--- src/rtl/uart_tx_arbiter.sv ---
`default_nettype none
// ============================================================================
//  Module   : uart_tx_arbiter
//  Purpose  : Packet-locked round-robin arbiter sharing one UART byte
//             transmitter among N_REQ byte-stream requesters, with watchdog.
//  Revision : 1.0
// ============================================================================
module uart_tx_arbiter #(
    parameter int N_REQ       = 4,
    parameter int TIMEOUT_CYC = 1024
) (
    input  logic                 clk_i,
    input  logic                 rst_i,
    input  logic [N_REQ-1:0]     req_valid_i,
    input  logic [8*N_REQ-1:0]   req_data_i,
    input  logic [N_REQ-1:0]     req_last_i,
    output logic [N_REQ-1:0]     req_consume_o,
    output logic                 tx_valid_o,
    output logic [7:0]           tx_data_o,
    input  logic                 tx_consume_i,
    output logic [N_REQ-1:0]     grant_o,
    output logic                 busy_o,
    output logic                 timeout_o
);
    localparam int PTR_W = $clog2(N_REQ);
    localparam int WD_W  = $clog2(TIMEOUT_CYC);
    localparam logic [WD_W-1:0] WD_MAX = WD_W'(TIMEOUT_CYC - 1);

    localparam logic [0:0] S_IDLE = 1'b0;
    localparam logic [0:0] S_LOCK = 1'b1;

    logic [0:0]       r_state;
    logic [N_REQ-1:0] r_grant;
    logic [PTR_W-1:0] r_ptr;
    logic [PTR_W-1:0] r_gidx;
    logic [WD_W-1:0]  r_wdog;
    logic             r_timeout;

    logic [N_REQ-1:0] w_rot;
    logic [PTR_W:0]   w_off;
    logic [PTR_W:0]   w_sum;
    logic [PTR_W-1:0] w_win;
    logic [PTR_W-1:0] w_next_ptr;
    logic             w_valid;
    logic             w_last;
    logic [7:0]       w_data;
    logic             w_consume;
    logic             w_release;
    logic             w_expire;

    // Rotate requests so bit 0 is the current priority holder, then find the
    // first set bit and map the offset back to an absolute requester index.
    always_comb begin
        w_rot = N_REQ'({req_valid_i, req_valid_i} >> r_ptr);
        w_off = '0;
        for (int i = N_REQ - 1; i >= 0; i--) begin
            if (w_rot[i]) w_off = (PTR_W+1)'(i);
        end
        w_sum = {1'b0, r_ptr} + w_off;
        if (w_sum >= (PTR_W+1)'(N_REQ)) w_sum = w_sum - (PTR_W+1)'(N_REQ);
        w_win = w_sum[PTR_W-1:0];
    end

    // Grant is all-zero when idle, so the selected byte and valid fall to 0.
    always_comb begin
        w_valid = 1'b0;
        w_last  = 1'b0;
        w_data  = 8'h00;
        for (int i = 0; i < N_REQ; i++) begin
            if (r_grant[i]) begin
                w_valid = req_valid_i[i];
                w_last  = req_last_i[i];
                w_data  = req_data_i[8*i +: 8];
            end
        end
    end

    assign w_next_ptr = (r_gidx == PTR_W'(N_REQ - 1)) ? '0 : r_gidx + PTR_W'(1);
    assign w_consume  = tx_consume_i & w_valid;
    // Expiry needs valid low, so it can never coincide with a consume.
    assign w_expire   = (r_state == S_LOCK) & ~w_valid & (r_wdog == WD_MAX);
    assign w_release  = (w_consume & w_last) | w_expire;

    assign req_consume_o = r_grant & {N_REQ{w_consume}};
    assign tx_valid_o    = w_valid;
    assign tx_data_o     = w_data;
    assign grant_o       = r_grant;
    assign busy_o        = (r_state == S_LOCK);
    assign timeout_o     = r_timeout;

    always_ff @(posedge clk_i or posedge rst_i) begin
        if (rst_i) begin
            r_state   <= S_IDLE;
            r_grant   <= '0;
            r_ptr     <= '0;
            r_gidx    <= '0;
            r_wdog    <= '0;
            r_timeout <= 1'b0;
        end else begin
            r_timeout <= 1'b0;
            case (r_state)
                S_IDLE: begin
                    r_wdog <= '0;
                    if (|req_valid_i) begin
                        r_state <= S_LOCK;
                        r_gidx  <= w_win;
                        r_grant <= N_REQ'(1) << w_win;
                    end
                end
                default: begin
                    if (w_release) begin
                        r_state   <= S_IDLE;
                        r_grant   <= '0;
                        r_ptr     <= w_next_ptr;
                        r_wdog    <= '0;
                        r_timeout <= w_expire;
                    end else if (w_valid) begin
                        r_wdog <= '0;
                    end else begin
                        r_wdog <= r_wdog + WD_W'(1);
                    end
                end
            endcase
        end
    end
endmodule
`default_nettype wire

--- config.mk ---
export PLATFORM = sky130hd
export DESIGN_NAME = uart_tx_arbiter
export DESIGN_NICKNAME = d
export VERILOG_FILES = /design/src/rtl/uart_tx_arbiter.sv
export SDC_FILE = /design/constraint.sdc
export NUM_CORES = 1
export LEC_CHECK = 0
export CAP_MARGIN = 0
export CORE_MARGIN = 2
export CORE_UTILIZATION = 40
export DETAILED_ROUTE_END_ITERATION = 7
export HOLD_SLACK_MARGIN = 0.05
export MAX_ROUTING_LAYER = met4
export PLACE_DENSITY = 0.78
export REMOVE_ABC_BUFFERS = 1
export SYNTH_ARGS = -nofsm -noshare
export SYNTH_HDL_FRONTEND = slang
export SYNTH_SLANG_ARGS = --single-unit
--- constraint.sdc ---
create_clock -name clk_i -period 2.25 [get_ports clk_i]
set_input_delay 0.225 -clock clk_i [delete_from_list [all_inputs] [get_ports clk_i]]
set_output_delay 0.225 -clock clk_i [all_outputs]
set_load 0.01 [all_outputs]
## Word level (Yosys, flattened, before mapping)

Cells that the tools add are included.

- Bits of input ports: 43
- Output and inout port bits: 19
- Bits in registers: 20
- Logic and storage cells: 58

- Add/subtract/negate cells: 4
- Reductions and logical operators: 5
- Bitwise operators: 8
- Equality and inequality tests: 3
- Mux-type cells: 29
- Shift operators: 2
- Magnitude comparators: 1

Operators by type and width:

| kind | number |
|---|---|
| 2-to-1 mux 8 bit | 4 |
| 2-to-1 mux 10 bit | 3 |
| 2-to-1 mux 1 bit | 13 |
| 2-to-1 mux 4 bit | 3 |
| adder 10 x 1 -> 10 bit (second input constant) | 1 |
| equality test 10 bit (second input constant) | 1 |
| 2-to-1 mux 2 bit | 5 |
| >> shifter 8 x 2 -> 4 bit | 1 |
| AND reduction 2 bit | 3 |
| bitwise AND 1 bit | 4 |
| bitwise AND 4 bit | 1 |
| OR reduction 4 bit | 1 |
| left shift 1 x 2 -> 4 bit (first input constant) | 1 |
| adder 2 x 3 -> 3 bit | 1 |
| >= comparator 3 bit (second input constant) | 1 |
| 2-to-1 mux 3 bit | 1 |
| adder 2 x 1 -> 2 bit (second input constant) | 1 |
| equality test 2 bit (second input constant) | 1 |
| != test 2 x 1 -> 1 bit (second input constant) | 1 |
| inverter 1 bit | 2 |
| nonzero test 2 bit | 1 |
| subtractor 2 x 1 -> 2 bit (second input constant) | 1 |
| bitwise OR 1 bit | 1 |

## Depth between registers and ports, before layout

- Depth after elaboration: 11
- Gate-level depth with buffers: 8
- Gate-level depth less buffers: 8

## Least setup slack after synthesis

OpenSTA, ideal clock, no wires.

- Path type: register to register
- From: register r_grant[1] (netlist: grant_o[1])
- To: register r_ptr[0]
- Arrival time: 1.675 ns
- Slack: 0.450 ns
- Library setup time: 0.125 ns
- Buffers on the path: 0
- Cell stages (with the launch flop): 6
- Required time: 2.125 ns
- Clock period less this slack: 1.800 ns
- Cell sequence: dfrtp_1 -> nand3b_1 -> a211oi_4 -> nand4_1 -> o21ai_4 -> mux2_4

- Cells in the longest elaborated chain, start to end: 8
- Elaborated cells on any way between the ends: 13
- Classes of those cells: mux (6); bitwise (6); reduce/logical (1)

RTL lines:

| item | line | source |
|---|---|---|
| start, declared | 33 | `logic [N_REQ-1:0] r_grant;` |
| start signal, assigned | 107 | `r_grant <= N_REQ'(1) << w_win;` |
| 2-to-1 mux 1 bit * (3 in a row) | 70 | `if (r_grant[i]) begin` |
| named net tx_valid_o | 18 | `output logic tx_valid_o,` |
| inverter 1 bit | 81 | `assign w_expire = (r_state == S_LOCK) & ~w_valid & (r_wdog == WD_MAX);` |
| bitwise AND 1 bit (2 in a row) | 81 |  |
| bitwise OR 1 bit * | 82 | `assign w_release = (w_consume & w_last) \| w_expire;` |
| AND reduction 2 bit (no line) * | - |  |
| end signal, assigned | 114 | `r_ptr <= w_next_ptr;` |
| end, declared | 34 | `logic [PTR_W-1:0] r_ptr;` |

The timed path passes the listed nets; every way through them passes the cells marked *.
A chain may end at the register's enable or synchronous reset.

## Worst setup path in the final report

- From: register r_grant[3] (netlist: grant_o[3])
- To: output port req_consume_o[3]

- Cells in the longest elaborated chain, start to end: 3

RTL lines:

| item | line | source |
|---|---|---|
| 2-to-1 mux 1 bit | 70 |  |
| bitwise AND 1 bit | 79 | `assign w_consume = tx_consume_i & w_valid;` |
| bitwise AND 4 bit * | 84 | `assign req_consume_o = r_grant & {N_REQ{w_consume}};` |
| end, declared | 17 | `output logic [N_REQ-1:0] req_consume_o,` |

Every way passes the cells marked *; elsewhere a longest branch is shown, timed or not.

==> flow_metrics.env <==
export IMPL_status="finished clean"
export IMPL_timing_rr_start="grant_o[1]"
export IMPL_numPortBuffers=61
export IMPL_routed_via_density=5.14
export IMPL_cts_root_buf="clkbuf_4"
export IMPL_fmax_mhz=488
export IMPL_post_dp_hpwl_mm=3.06
export IMPL_num_rows=21
export IMPL_critPathLaunchType="flip-flop"
export IMPL_crit_buf_inv=2
export IMPL_critPathKind="flip-flop to primary output"
export IMPL_overflow=0
export IMPL_critical_path_depth=3
export IMPL_fillers=281
export IMPL_r2r_setup_slack_ns=0.31
export IMPL_die_h_um=62.5
export IMPL_end_kind="primary output"
export IMPL_core_region_area_mm2=0.00331
export IMPL_cts_made_buffers=3
export IMPL_setup_violations=0
export IMPL_synth_area_mm2=0.00137
export IMPL_io_pins=62
export IMPL_drt_pass1_iter_count=4
export IMPL_grt_setup_unrepaired="false"
export IMPL_worstMarginPinSlew_ns=0.759
export IMPL_h_tree_depth=1
export IMPL_r2r_end="r_ptr[0]"
export IMPL_start_util_pct=41.4
export IMPL_grt_pass1_vias=1414
export IMPL_power_total_mw=2.10
export IMPL_drc=0
export IMPL_fin_skew_ns=0.00437
export IMPL_power_density_mw_per_mm2=953
export IMPL_yosysWarningCount=0
export IMPL_synth_yosys_seq_area_share_pct=36.5
export IMPL_die_width_um=62.5
export IMPL_clkTransAtPathRegs_ns=0.12
export IMPL_syn_to_final_growth_pct=60.5
export IMPL_grt_first_pass_wirelength_mm=6.49
export IMPL_crit_slowest_cell="clkdlybuf4s50_1"
export IMPL_ir_drop_mv=0.673
export IMPL_dp_cells=272
export IMPL_crit_required_ns=2.03
export IMPL_finalCritPeriodShare_pct=91.0
export IMPL_holdBufCountCts=0
export IMPL_cts_tree="built"
export IMPL_n_antenna_cell=0
export IMPL_grt_usage_pct=21.0
export IMPL_place_gp_congestion=0.762
export IMPL_wl_per_cell_um=14.2
export IMPL_final_nets=282
export IMPL_cp_max_fo=16
export IMPL_drtIter0Drc=131
export IMPL_clk_latency_ns=0.30
export IMPL_hold_class="input pin to async pin"
export IMPL_synth_seq_cells=20
export IMPL_hold_violations=0
export IMPL_grt_max_degree=21
export IMPL_synthCells=163
export IMPL_path_cells="buf_4 > and3_1 > clkdlybuf4s50_1"
export IMPL_fin_tns_setup_ns=0
export IMPL_ant_nets=0
export IMPL_crit_family="buffers and inverters"
export IMPL_drv_cap=0
export IMPL_postSynthAreaPerCell_um2=8.41
export IMPL_num_vias=1445
export IMPL_slew_headroom_pct=49.4
export IMPL_r2r_cells=7
export IMPL_worst_ep_arrival_time_ns=1.82
export IMPL_clock_path_buffers=2
export IMPL_routed_wl_mm=3.98
export IMPL_final_cells=281
export IMPL_clkSinkCount=20
export IMPL_slowest_delay_ns=0.55
export IMPL_fin_crit_ns=2.05
export IMPL_leakage_nw=1.08
export IMPL_dieArea_mm2=0.00391
export IMPL_antenna_found_initial=0
export IMPL_drive_gt1_share_pct=11.9
export IMPL_drv_slew=0
export IMPL_ys_types=34
-- registers in the layout (all words and copies together) (netlist names) --
name / cells
busy_o: 1
grant_o: 4
r_gidx: 2
r_ptr: 2
r_wdog: 10
timeout_o: 1
-- metrics by stage --
step	hold WS (ns)	cell area, um2	setup slack [ns]	util, %
2_1_floorplan	0.189	1340	0.307	-
6_report	0.337	2200	0.202	66.4
3_3_place_gp	0.476	2080	0.114	62.8
5_1_grt	0.422	2200	0.0864	66.4
3_5_place_dp	0.488	2080	0.0838	62.8
4_1_cts	0.347	2150	0.00333	64.9
-- synthesized netlist by cell type --
library cell	instances	area [um2]
nor3b_2	1	12.5
o2bb2ai_1	1	8.76
xor2_1	5	43.8
nor3_1	3	15.0
a211oi_1	1	7.51
nand3b_1	2	15.0
o311a_1	1	10.0
a21oi_1	3	15.0
mux2_4	2	30.0
nor2b_1	2	12.5
o21a_1	1	7.51
o221ai_1	3	26.3
nand3_1	5	25.0
o22ai_1	3	18.8
nand4_1	4	25.0
o21ai_0	20	100
a211oi_2	1	12.5
o32ai_1	1	8.76
o21ai_4	1	16.3
and3_1	4	25.0
dfrtp_1	20	500
a211oi_4	1	20.0
nand2b_1	2	12.5
inv_1	7	26.3
nand2b_4	1	13.8
buf_2	2	10.0
ha_1	3	37.5
a32oi_1	1	8.76
xnor2_1	5	43.8
nor2_1	18	67.6
clkbuf_1	6	22.5
nand2_1	25	93.8
a21o_1	1	7.51
a221o_1	7	70.1
-- per-layer routing --
layer / share of wire [%] / wire length [um] / GRT usage (%) / vias to the layer above
li1: - / - / - / 731
met1: 47 / 1880 / 25.9 / 663
met2: 47 / 1860 / 36.3 / 49
met3: 5.2 / 207 / 2.16 / 2
met4: 0.68 / 27 / 6.67 / 0
met5: 0 / 0 / - / -
-- area by class of cell --
| type | instances | area [um2] | area share, % |
|---|---|---|---|
| Tap cell | 46 | 57.6 | 2.62 |
| Clock inverter | 1 | 30.0 | 1.37 |
| Timing Repair Buffer | 76 | 749 | 34.1 |
| Inverter | 7 | 26.3 | 1.19 |
| Clock buffer | 3 | 22.5 | 1.02 |
| Multi-Input combinational cell | 128 | 811 | 36.9 |
| Sequential cell | 20 | 503 | 22.9 |
-- where the power goes --
part | internal [mW] | total, mW | switching [mW]
Sequential | 0.453 | 0.574 | 0.121
Clock | 0.180 | 0.297 | 0.117
Combinational | 0.641 | 1.23 | 0.584
Total | 1.27 | 2.10 | 0.822
-- worst max path at each step --
stage,start,end,slack (ns)
after floorplan,grant_o[3],r_ptr[0],0.31
after global placement,req_valid_i[2],req_consume_o[2],0.11
after detailed placement,req_valid_i[2],req_consume_o[1],0.08
after CTS,grant_o[1],tx_data_o[6],0.003
after global routing,grant_o[3],req_consume_o[3],0.09
final,grant_o[3],req_consume_o[3],0.20
-- placed cells by master (no fill, tap or decap), types with 2 or more instances in the layout --
cell,Yosys,final
nand4_1,4,4
nand3b_1,2,2
o221ai_1,3,3
dlymetal6s2s_1,0,10
and3_1,4,4
clkbuf_4,0,3
dfrtp_2,0,2
nor2_1,18,18
nor2b_1,2,2
a221o_1,7,7
xor2_1,5,5
a21oi_1,3,3
nor3_1,3,3
o22ai_1,3,3
clkdlybuf4s50_1,0,49
dfrtp_1,20,18
nand2b_1,2,2
mux2_4,2,2
nand3_1,5,5
o21ai_0,20,19
dlygate4sd2_1,0,2
xnor2_1,5,5
buf_4,0,14
nand2_1,25,25
inv_1,7,7
ha_1,3,3
-- cell families after synthesis --
kind of cell             share of synthesized area [%]
multiplexers                                      2.19
AND/OR/NAND/NOR                                   23.2
AO/OA/AOI/OAI                                     24.7
flip-flops                                        36.5
XOR/XNOR                                          6.39
buffers and inverters                             4.29
adder cells (fa/ha/maj)                           2.74
-- timing repair --
action | in CTS | in global routing
setup buffers | 2 | 3
endpoints found under the setup margin | 12 | 10
pin swaps | 0 | 0
resized for setup | 5 | 11
Power figures use the tool's default switching activity.
